<file path="src/rtl/execute_mc_pkg.sv">
// rtl/execute_mc_pkg.sv - shared types, opcode constants and sign-extension helper for execute_mc
package execute_mc_pkg;

   // Width of the sign-extension scratch value; DATA_W must not exceed it.
   localparam int SEXT_W = 64;

   typedef enum logic [2:0] {
      ALU_ADD   = 3'd0,
      ALU_AND   = 3'd1,
      ALU_NOT   = 3'd2,
      ALU_PASS2 = 3'd3,
      ALU_MUL   = 3'd4
   } alu_op_e;

   typedef enum logic [1:0] {
      ST_IDLE = 2'd0,
      ST_MUL  = 2'd1,
      ST_HOLD = 2'd2
   } state_e;

   localparam logic [3:0] OP_BR  = 4'b0000;
   localparam logic [3:0] OP_ADD = 4'b0001;
   localparam logic [3:0] OP_LD  = 4'b0010;
   localparam logic [3:0] OP_ST  = 4'b0011;
   localparam logic [3:0] OP_AND = 4'b0101;
   localparam logic [3:0] OP_LDR = 4'b0110;
   localparam logic [3:0] OP_STR = 4'b0111;
   localparam logic [3:0] OP_NOT = 4'b1001;
   localparam logic [3:0] OP_LDI = 4'b1010;
   localparam logic [3:0] OP_STI = 4'b1011;
   localparam logic [3:0] OP_LEA = 4'b1110;

   // Sign-extend the low 'bits' bits of v: park the field at the MSB, then shift back arithmetically.
   function automatic logic [SEXT_W-1:0] sext(input logic [15:0] v, input int unsigned bits);
      logic signed [SEXT_W-1:0] t;
      t = signed'({v, {(SEXT_W-16){1'b0}}});
      t = t <<< (16 - bits);
      return t >>> (SEXT_W - bits);
   endfunction

endpackage

</file>
<file path="src/rtl/execute_mc_mul.sv">
// rtl/execute_mc_mul.sv - iterative shift-add multiplier, one multiplier bit per cycle, low DATA_W bits
module execute_mc_mul
   import execute_mc_pkg::*;
#(
   parameter int DATA_W = 16
) (
   input  logic              clk,
   input  logic              rst,
   input  logic              start,
   input  logic [DATA_W-1:0] a,
   input  logic [DATA_W-1:0] b,
   output logic              done,
   output logic [DATA_W-1:0] product
);

   localparam int CNT_W = $clog2(DATA_W + 1);

   logic [DATA_W-1:0] mcand;
   logic [DATA_W-1:0] mplier;
   logic [DATA_W-1:0] acc;
   logic [CNT_W-1:0]  cnt;
   logic              running;

   // The first partial product is taken on the start edge, so DATA_W iterations end DATA_W-1 edges later.
   always_ff @(posedge clk) begin
      if (rst) begin
         mcand   <= '0;
         mplier  <= '0;
         acc     <= '0;
         cnt     <= '0;
         running <= 1'b0;
      end else if (start) begin
         acc     <= b[0] ? a : '0;
         mcand   <= a << 1;
         mplier  <= b >> 1;
         cnt     <= CNT_W'(DATA_W - 1);
         running <= 1'b1;
      end else if (running && cnt != '0) begin
         acc    <= acc + (mplier[0] ? mcand : '0);
         mcand  <= mcand << 1;
         mplier <= mplier >> 1;
         cnt    <= cnt - 1'b1;
      end
   end

   assign done    = running && (cnt == '0);
   assign product = acc;

endmodule

</file>
<file path="src/rtl/execute_mc.sv">
// rtl/execute_mc.sv - execute stage with bypass, PC adder and registered output; EXEC_MC_MUL_EN adds multi-cycle MUL
module execute_mc
   import execute_mc_pkg::*;
#(
   parameter int DATA_W = 16,
   parameter int N_BYP  = 2
) (
   input  logic                    clk,
   input  logic                    rst,
   input  logic                    in_valid,
   output logic                    in_ready,
   input  logic [15:0]             IR,
   input  logic [DATA_W-1:0]       npc_in,
   input  logic [2:0]              alu_op,
   input  logic                    op2_sel,
   input  logic [1:0]              pcsel1,
   input  logic                    pcsel2,
   input  logic [DATA_W-1:0]       VSR1,
   input  logic [DATA_W-1:0]       VSR2,
   input  logic [N_BYP-1:0]        byp_sel1,
   input  logic [N_BYP-1:0]        byp_sel2,
   input  logic [N_BYP*DATA_W-1:0] byp_val,
   output logic                    out_valid,
   input  logic                    out_ready,
   output logic [DATA_W-1:0]       aluout,
   output logic [DATA_W-1:0]       pcout,
   output logic [DATA_W-1:0]       M_Data,
   output logic [2:0]              dr,
   output logic [2:0]              NZP,
   output logic [15:0]             IR_Exec,
   output logic [2:0]              sr1,
   output logic [2:0]              sr2,
   output logic                    busy
);

   state_e            state;
   logic [3:0]        opcode;
   logic [DATA_W-1:0] op1, op2, op2_alu, imm5, off6, off9, off11, pc_off, pc_base;
   logic [DATA_W-1:0] nxt_alu, nxt_pc, nxt_md;
   logic [2:0]        nxt_dr, nxt_nzp;
   logic              is_wr, is_st, out_free, accept, is_mul;

   assign opcode = IR[15:12];
   assign imm5   = DATA_W'(sext(IR, 5));
   assign off6   = DATA_W'(sext(IR, 6));
   assign off9   = DATA_W'(sext(IR, 9));
   assign off11  = DATA_W'(sext(IR, 11));

   // Walk sources from highest index down so the lowest-index requester wins.
   always_comb begin
      op1 = VSR1;
      op2 = VSR2;
      for (int k = N_BYP - 1; k >= 0; k--) begin
         if (byp_sel1[k]) op1 = byp_val[k*DATA_W +: DATA_W];
         if (byp_sel2[k]) op2 = byp_val[k*DATA_W +: DATA_W];
      end
   end

   assign op2_alu = op2_sel ? op2 : imm5;

   always_comb begin
      case (pcsel1)
         2'd0:    pc_off = off11;
         2'd1:    pc_off = off9;
         2'd2:    pc_off = off6;
         default: pc_off = '0;
      endcase
   end

   assign pc_base = pcsel2 ? npc_in : op1;
   assign nxt_pc  = pc_off + pc_base;

   always_comb begin
      case (alu_op)
         ALU_ADD:   nxt_alu = op1 + op2_alu;
         ALU_AND:   nxt_alu = op1 & op2_alu;
         ALU_NOT:   nxt_alu = ~op1;
         ALU_PASS2: nxt_alu = op2_alu;
         default:   nxt_alu = '0;
      endcase
   end

   assign is_wr   = opcode inside {OP_ADD, OP_AND, OP_NOT, OP_LD, OP_LDR, OP_LDI, OP_LEA};
   assign is_st   = opcode inside {OP_ST, OP_STR, OP_STI};
   assign nxt_dr  = is_wr ? IR[11:9] : 3'b000;
   assign nxt_nzp = (opcode == OP_BR) ? IR[11:9] : 3'b000;
   assign nxt_md  = is_st ? op2 : '0;

   assign sr1 = IR[8:6];
   always_comb begin
      if (opcode inside {OP_ADD, OP_AND, OP_NOT})
         sr2 = IR[2:0];
      else if (is_st)
         sr2 = IR[11:9];
      else
         sr2 = 3'b000;
   end

   assign out_free = !out_valid || out_ready;
   assign in_ready = !rst && (state == ST_IDLE) && out_free;
   assign accept   = in_valid && in_ready;

`ifdef EXEC_MC_MUL_EN
   logic              mul_done;
   logic [DATA_W-1:0] mul_product;
   logic [DATA_W-1:0] pend_pc, pend_md;
   logic [2:0]        pend_dr, pend_nzp;
   logic [15:0]       pend_ir;

   assign is_mul = (alu_op == ALU_MUL);
   assign busy   = (state != ST_IDLE);

   execute_mc_mul #(.DATA_W(DATA_W)) u_mul (
      .clk     (clk),
      .rst     (rst),
      .start   (accept && is_mul),
      .a       (op1),
      .b       (op2_alu),
      .done    (mul_done),
      .product (mul_product)
   );
`else
   assign is_mul = 1'b0;
   assign busy   = 1'b0;
`endif

   always_ff @(posedge clk) begin
      if (rst) begin
         state     <= ST_IDLE;
         out_valid <= 1'b0;
         aluout    <= '0;
         pcout     <= '0;
         M_Data    <= '0;
         dr        <= 3'b000;
         NZP       <= 3'b000;
         IR_Exec   <= 16'h0000;
`ifdef EXEC_MC_MUL_EN
         pend_pc   <= '0;
         pend_md   <= '0;
         pend_dr   <= 3'b000;
         pend_nzp  <= 3'b000;
         pend_ir   <= 16'h0000;
`endif
      end else begin
         if (accept && !is_mul) begin
            aluout    <= nxt_alu;
            pcout     <= nxt_pc;
            M_Data    <= nxt_md;
            dr        <= nxt_dr;
            NZP       <= nxt_nzp;
            IR_Exec   <= IR;
            out_valid <= 1'b1;
`ifdef EXEC_MC_MUL_EN
         end else if (state == ST_HOLD && out_free) begin
            aluout    <= mul_product;
            pcout     <= pend_pc;
            M_Data    <= pend_md;
            dr        <= pend_dr;
            NZP       <= pend_nzp;
            IR_Exec   <= pend_ir;
            out_valid <= 1'b1;
`endif
         end else if (out_ready) begin
            out_valid <= 1'b0;
         end
`ifdef EXEC_MC_MUL_EN
         // Side outputs of a MUL are captured at accept and released together with the product.
         case (state)
            ST_IDLE: if (accept && is_mul) begin
               state    <= ST_MUL;
               pend_pc  <= nxt_pc;
               pend_md  <= nxt_md;
               pend_dr  <= nxt_dr;
               pend_nzp <= nxt_nzp;
               pend_ir  <= IR;
            end
            ST_MUL:  if (mul_done) state <= ST_HOLD;
            ST_HOLD: if (out_free) state <= ST_IDLE;
            default: state <= ST_IDLE;
         endcase
`endif
      end
   end

endmodule

</file>
<file path="config.mk">
export PLATFORM = sky130hd
export DESIGN_NAME = execute_mc
export DESIGN_NICKNAME = d
export VERILOG_FILES = /design/src/rtl/execute_mc_pkg.sv /design/src/rtl/execute_mc_mul.sv /design/src/rtl/execute_mc.sv
export SDC_FILE = /design/constraint.sdc
export NUM_CORES = 1
export LEC_CHECK = 0
export BUFFER_PORTS_ARGS = -buffer_cell sky130_fd_sc_hd__buf_2
export CAP_MARGIN = 10
export CORE_MARGIN = 1
export CORE_UTILIZATION = 46
export DETAILED_ROUTE_END_ITERATION = 8
export GPL_TIMING_DRIVEN = 0
export PLACE_DENSITY = 0.81
export SKIP_CTS_REPAIR_TIMING = 1
export SLEW_MARGIN = 20
export SYNTH_ARGS = -nofsm -noshare
export SYNTH_HDL_FRONTEND = slang
export SYNTH_SLANG_ARGS = --single-unit
</file>
<file path="constraint.sdc">
create_clock -name clk -period 3.9 [get_ports clk]
set_input_delay 0.78 -clock clk [delete_from_list [all_inputs] [get_ports clk]]
set_output_delay 0.78 -clock clk [all_outputs]
set_load 0.01 [all_outputs]
</file>
==> out/summary.md <==
The placeable core area is 0.0115 mm^2. The final clock period utilization by the worst path is 0.929. The type of origin of the critical path was an input pin.

The tools report the wire length of the first global-routing pass as 29.6 mm. Clock-pin slew was measured on the worst setup and hold paths at 60 ps. The detailed-route vias per instance is 5.96. The static leakage is 3.24 nW. Worst slew margin relative to its limit: 0.401. In this run, synthesis inferred 0 flip-flops with an integrated enable.

Clock skew on the completed layout was measured at 5.06 ps. In the routed design, unresolved DRC markers number 0. The die covers 0.0122 mm^2.

Summed over all layers, the routed wires come to 18.8 mm. The HPWL after detailed placement is 15.0 mm. After synthesis, the mean cell area works out to 7.71 um^2. The proportion of synthesized flip-flops having asynchronous set or reset was 0; the number of buffers created by CTS was 9. The tools report the worst setup slack for register-to-register paths as 1750 ps. The flop and latch count out of synthesis was 71. The run gives 0 as the count of max-cap constraint violations. The most used flip-flop cell after synthesis is sky130_fd_sc_hd__dfxtp_1.

For this design the ratio of total power to cell area is 349 mW/mm^2. The run finished with clean final reports. sky130_fd_sc_hd__nand2_1 is the most common cell in the netlist. Routability-driven placement finished with a final weighted congestion of 0.967. From synthesis to final layout, the design area changed by 25.2%. Along the worst path, the maximum fanout reaches 18.

The tools report the overall track demand over capacity in global routing as 0.307. The run gives 0 as the remaining antenna violation count. Aggregate negative setup slack: 0 ps. Setup violations remaining at the end of the flow were counted as 0. The H-tree was split into 3 levels. Number of buffers inserted by port buffering: 182. In this run the vertical extent of the chip is 111 um. Synthesis produced 704 cells. The final worst slack was 278 ps. The layout cell share with drive strength beyond 1 is 0.271, and the count of vias placed by the detailed router is 6,213. Data on the critical path is required at its endpoint by 4130 ps. After the last flow step, the layout net total stands at 1,035.

The type of the tightest min-delay check is flip-flop to flip-flop. The fill cell instance count of the final layout was 1,063. The share of the synthesized area in the top cell type was 0.262; the initial core utilization was 0.473.

The clock net in this run drives a total of 71 sinks. The run gives 276 MHz as the upper clock frequency limit. By area the synthesized netlist is led by sky130_fd_sc_hd__dfxtp_1, sky130_fd_sc_hd__mux2i_1, sky130_fd_sc_hd__ha_1. In this run, the number of DRC markers left after iteration 0 of detailed routing was 653. Timing analysis after detailed placement gives a worst setup slack of -451 ps. The tools report the cell chosen for the clock root as sky130_fd_sc_hd__clkbuf_16. The tools report the type of destination of the critical path as a flip-flop.

The tools report the number of inserted diodes as 0. Share of the yosys chip area belonging to registers: 0.262. The clock passes through at most 2 buffers.

TritonCTS built the clock tree. The maximum number of pins on one net before global-route repair is 13, and the slew at the pin closest to its max-slew limit is 889 ps. After detailed routing, the average wire length per cell comes to 18.1 um. The final global-route overflow total came out at 0. The first detailed-routing pass ran for 5 iterations. Setup repair after global routing left no endpoint under its margin. The largest total area in the synthesized netlist belongs to sky130_fd_sc_hd__dfxtp_1. The run gives 190 as the I/O pin total. Net count of the mapped netlist: 845. In this run the cell area of the synthesized design comes to 0.00543 mm^2. Yosys printed 0 warnings. Count of endpoints failing hold in the final timing report: 0.

The number of antenna violations at the first check in global routing was 0. The run gives 39 as the number of rows created at floorplan. By count the netlist is led by sky130_fd_sc_hd__nand2_1, sky130_fd_sc_hd__nor2_1, sky130_fd_sc_hd__dfxtp_1, sky130_fd_sc_hd__o21ai_0, sky130_fd_sc_hd__a21oi_1. The via count of the first global-routing pass came out at 5,825. The critical path in this run is classified as input pin to flip-flop.

Subtracting the final worst setup slack from the clock period gives 3620 ps. Data arrives at the worst endpoint at 3850 ps. The final design utilization is 0.592.

The run gives 72 as the count of cell types in the netlist. For the worst-skew pair, the clock arrives at the later sink with an insertion delay of 350 ps. The max-slew violation count is 0, and the maximum vdd ir drop is 0.325 mV. Measured along the x axis, the die boundary spans 111 um.
## power breakdown
part	internal [mW]	switching [mW]	leakage, nW
Clock	0.426	0.321	0.124
Sequential	0.775	0.0244	0.580
Combinational	0.340	0.485	2.54
Total	1.54	0.830	3.24
## layout make-up
type | instances | area [um^2] | area share
multi-input combinational | 568 | 3740 | 0.551
sequential | 71 | 1420 | 0.209
timing repair buffer | 182 | 911 | 0.134
clock buffer | 10 | 229 | 0.0337
buffer | 43 | 201 | 0.0297
tap | 143 | 179 | 0.0263
inverter | 19 | 71.3 | 0.0105
clock inverter | 6 | 37.5 | 0.00553
## flip-flops by register name, indices dropped and copies added (netlist names)
| signal | cells |
|---|---|
| NZP | 3 |
| aluout | 16 |
| pcout | 16 |
| IR_Exec | 16 |
| dr | 3 |
| M_Data | 16 |
| out_valid | 1 |
## routing by layer
metal  GRT usage  routed length [um]  vias up
met4       0.136                 607        0
met3      0.0615                1730       49
met2       0.505                8700      359
met5           0                   0        -
met1       0.387                7790     2889
li1            -                   -     2916
## metrics by stage
step,power [mW],cells,hold WS (ps),instance area [um^2]
floorplan,1.35,704,470,5430
global route,2.48,1042,469,6790
finish,2.37,1042,448,6790
detailed placement,1.61,1029,443,6520
global placement,1.61,1029,431,6520
CTS,2.35,1045,453,6780
## path summary, 6_finish.rpt
kind	to	cells after the start	from
setup reg to reg	aluout[0]$_SDFFE_PP0P_	7	out_valid$_SDFFE_PP0P_
hold / removal	pcout[10]$_SDFFE_PP0P_	2	pcout[10]$_SDFFE_PP0P_
setup / recovery	aluout[12]$_SDFFE_PP0P_	11	byp_sel2[0]
hold reg to reg	pcout[10]$_SDFFE_PP0P_	2	pcout[10]$_SDFFE_PP0P_
## worst max-delay path, stage by stage
cell	delay, ps
sky130_fd_sc_hd__buf_2	290
sky130_fd_sc_hd__clkbuf_1	430
sky130_fd_sc_hd__a21oi_1	250
sky130_fd_sc_hd__o21ai_0	320
sky130_fd_sc_hd__ha_1	340
sky130_fd_sc_hd__and3_1	240
sky130_fd_sc_hd__a221oi_1	390
sky130_fd_sc_hd__a21oi_1	150
sky130_fd_sc_hd__or3_1	400
sky130_fd_sc_hd__xnor2_1	180
sky130_fd_sc_hd__o21ai_1	70
## logic make-up (layout without fill, tap and decap cells)
group	after synthesis	count (layout)	share of synthesized area
compound gates	212	212	0.249
simple gates	239	239	0.206
mux	64	64	0.126
flops	71	71	0.262
other cells	1	1	0.000691
fa+ha+maj	30	30	0.0706
buf+inv	65	260	0.0505
xor+xnor	22	22	0.0355
## cell usage in the layout (no fill, tap or decap), types with 4 or more instances in the layout
| cell | n |
|---|---|
| sky130_fd_sc_hd__buf_2 | 184 |
| sky130_fd_sc_hd__and2_1 | 7 |
| sky130_fd_sc_hd__dfxtp_1 | 71 |
| sky130_fd_sc_hd__o22ai_1 | 9 |
| sky130_fd_sc_hd__o21ai_0 | 68 |
| sky130_fd_sc_hd__o21ai_1 | 4 |
| sky130_fd_sc_hd__or3_1 | 5 |
| sky130_fd_sc_hd__nor3_1 | 4 |
| sky130_fd_sc_hd__xnor2_1 | 12 |
| sky130_fd_sc_hd__nor2_1 | 73 |
| sky130_fd_sc_hd__mux2_2 | 13 |
| sky130_fd_sc_hd__a22oi_1 | 18 |
| sky130_fd_sc_hd__nand2_1 | 89 |
| sky130_fd_sc_hd__o21a_1 | 5 |
| sky130_fd_sc_hd__and3_1 | 5 |
| sky130_fd_sc_hd__a21oi_1 | 59 |
| sky130_fd_sc_hd__buf_4 | 5 |
| sky130_fd_sc_hd__o211ai_1 | 4 |
| sky130_fd_sc_hd__a21o_1 | 6 |
| sky130_fd_sc_hd__mux2i_1 | 48 |
| sky130_fd_sc_hd__inv_1 | 19 |
| sky130_fd_sc_hd__clkbuf_16 | 9 |
| sky130_fd_sc_hd__nand3_1 | 14 |
| sky130_fd_sc_hd__clkbuf_1 | 28 |
| sky130_fd_sc_hd__ha_1 | 29 |
| sky130_fd_sc_hd__xor2_1 | 10 |
| sky130_fd_sc_hd__nand3b_1 | 25 |
(Power assumes the default switching activity.)
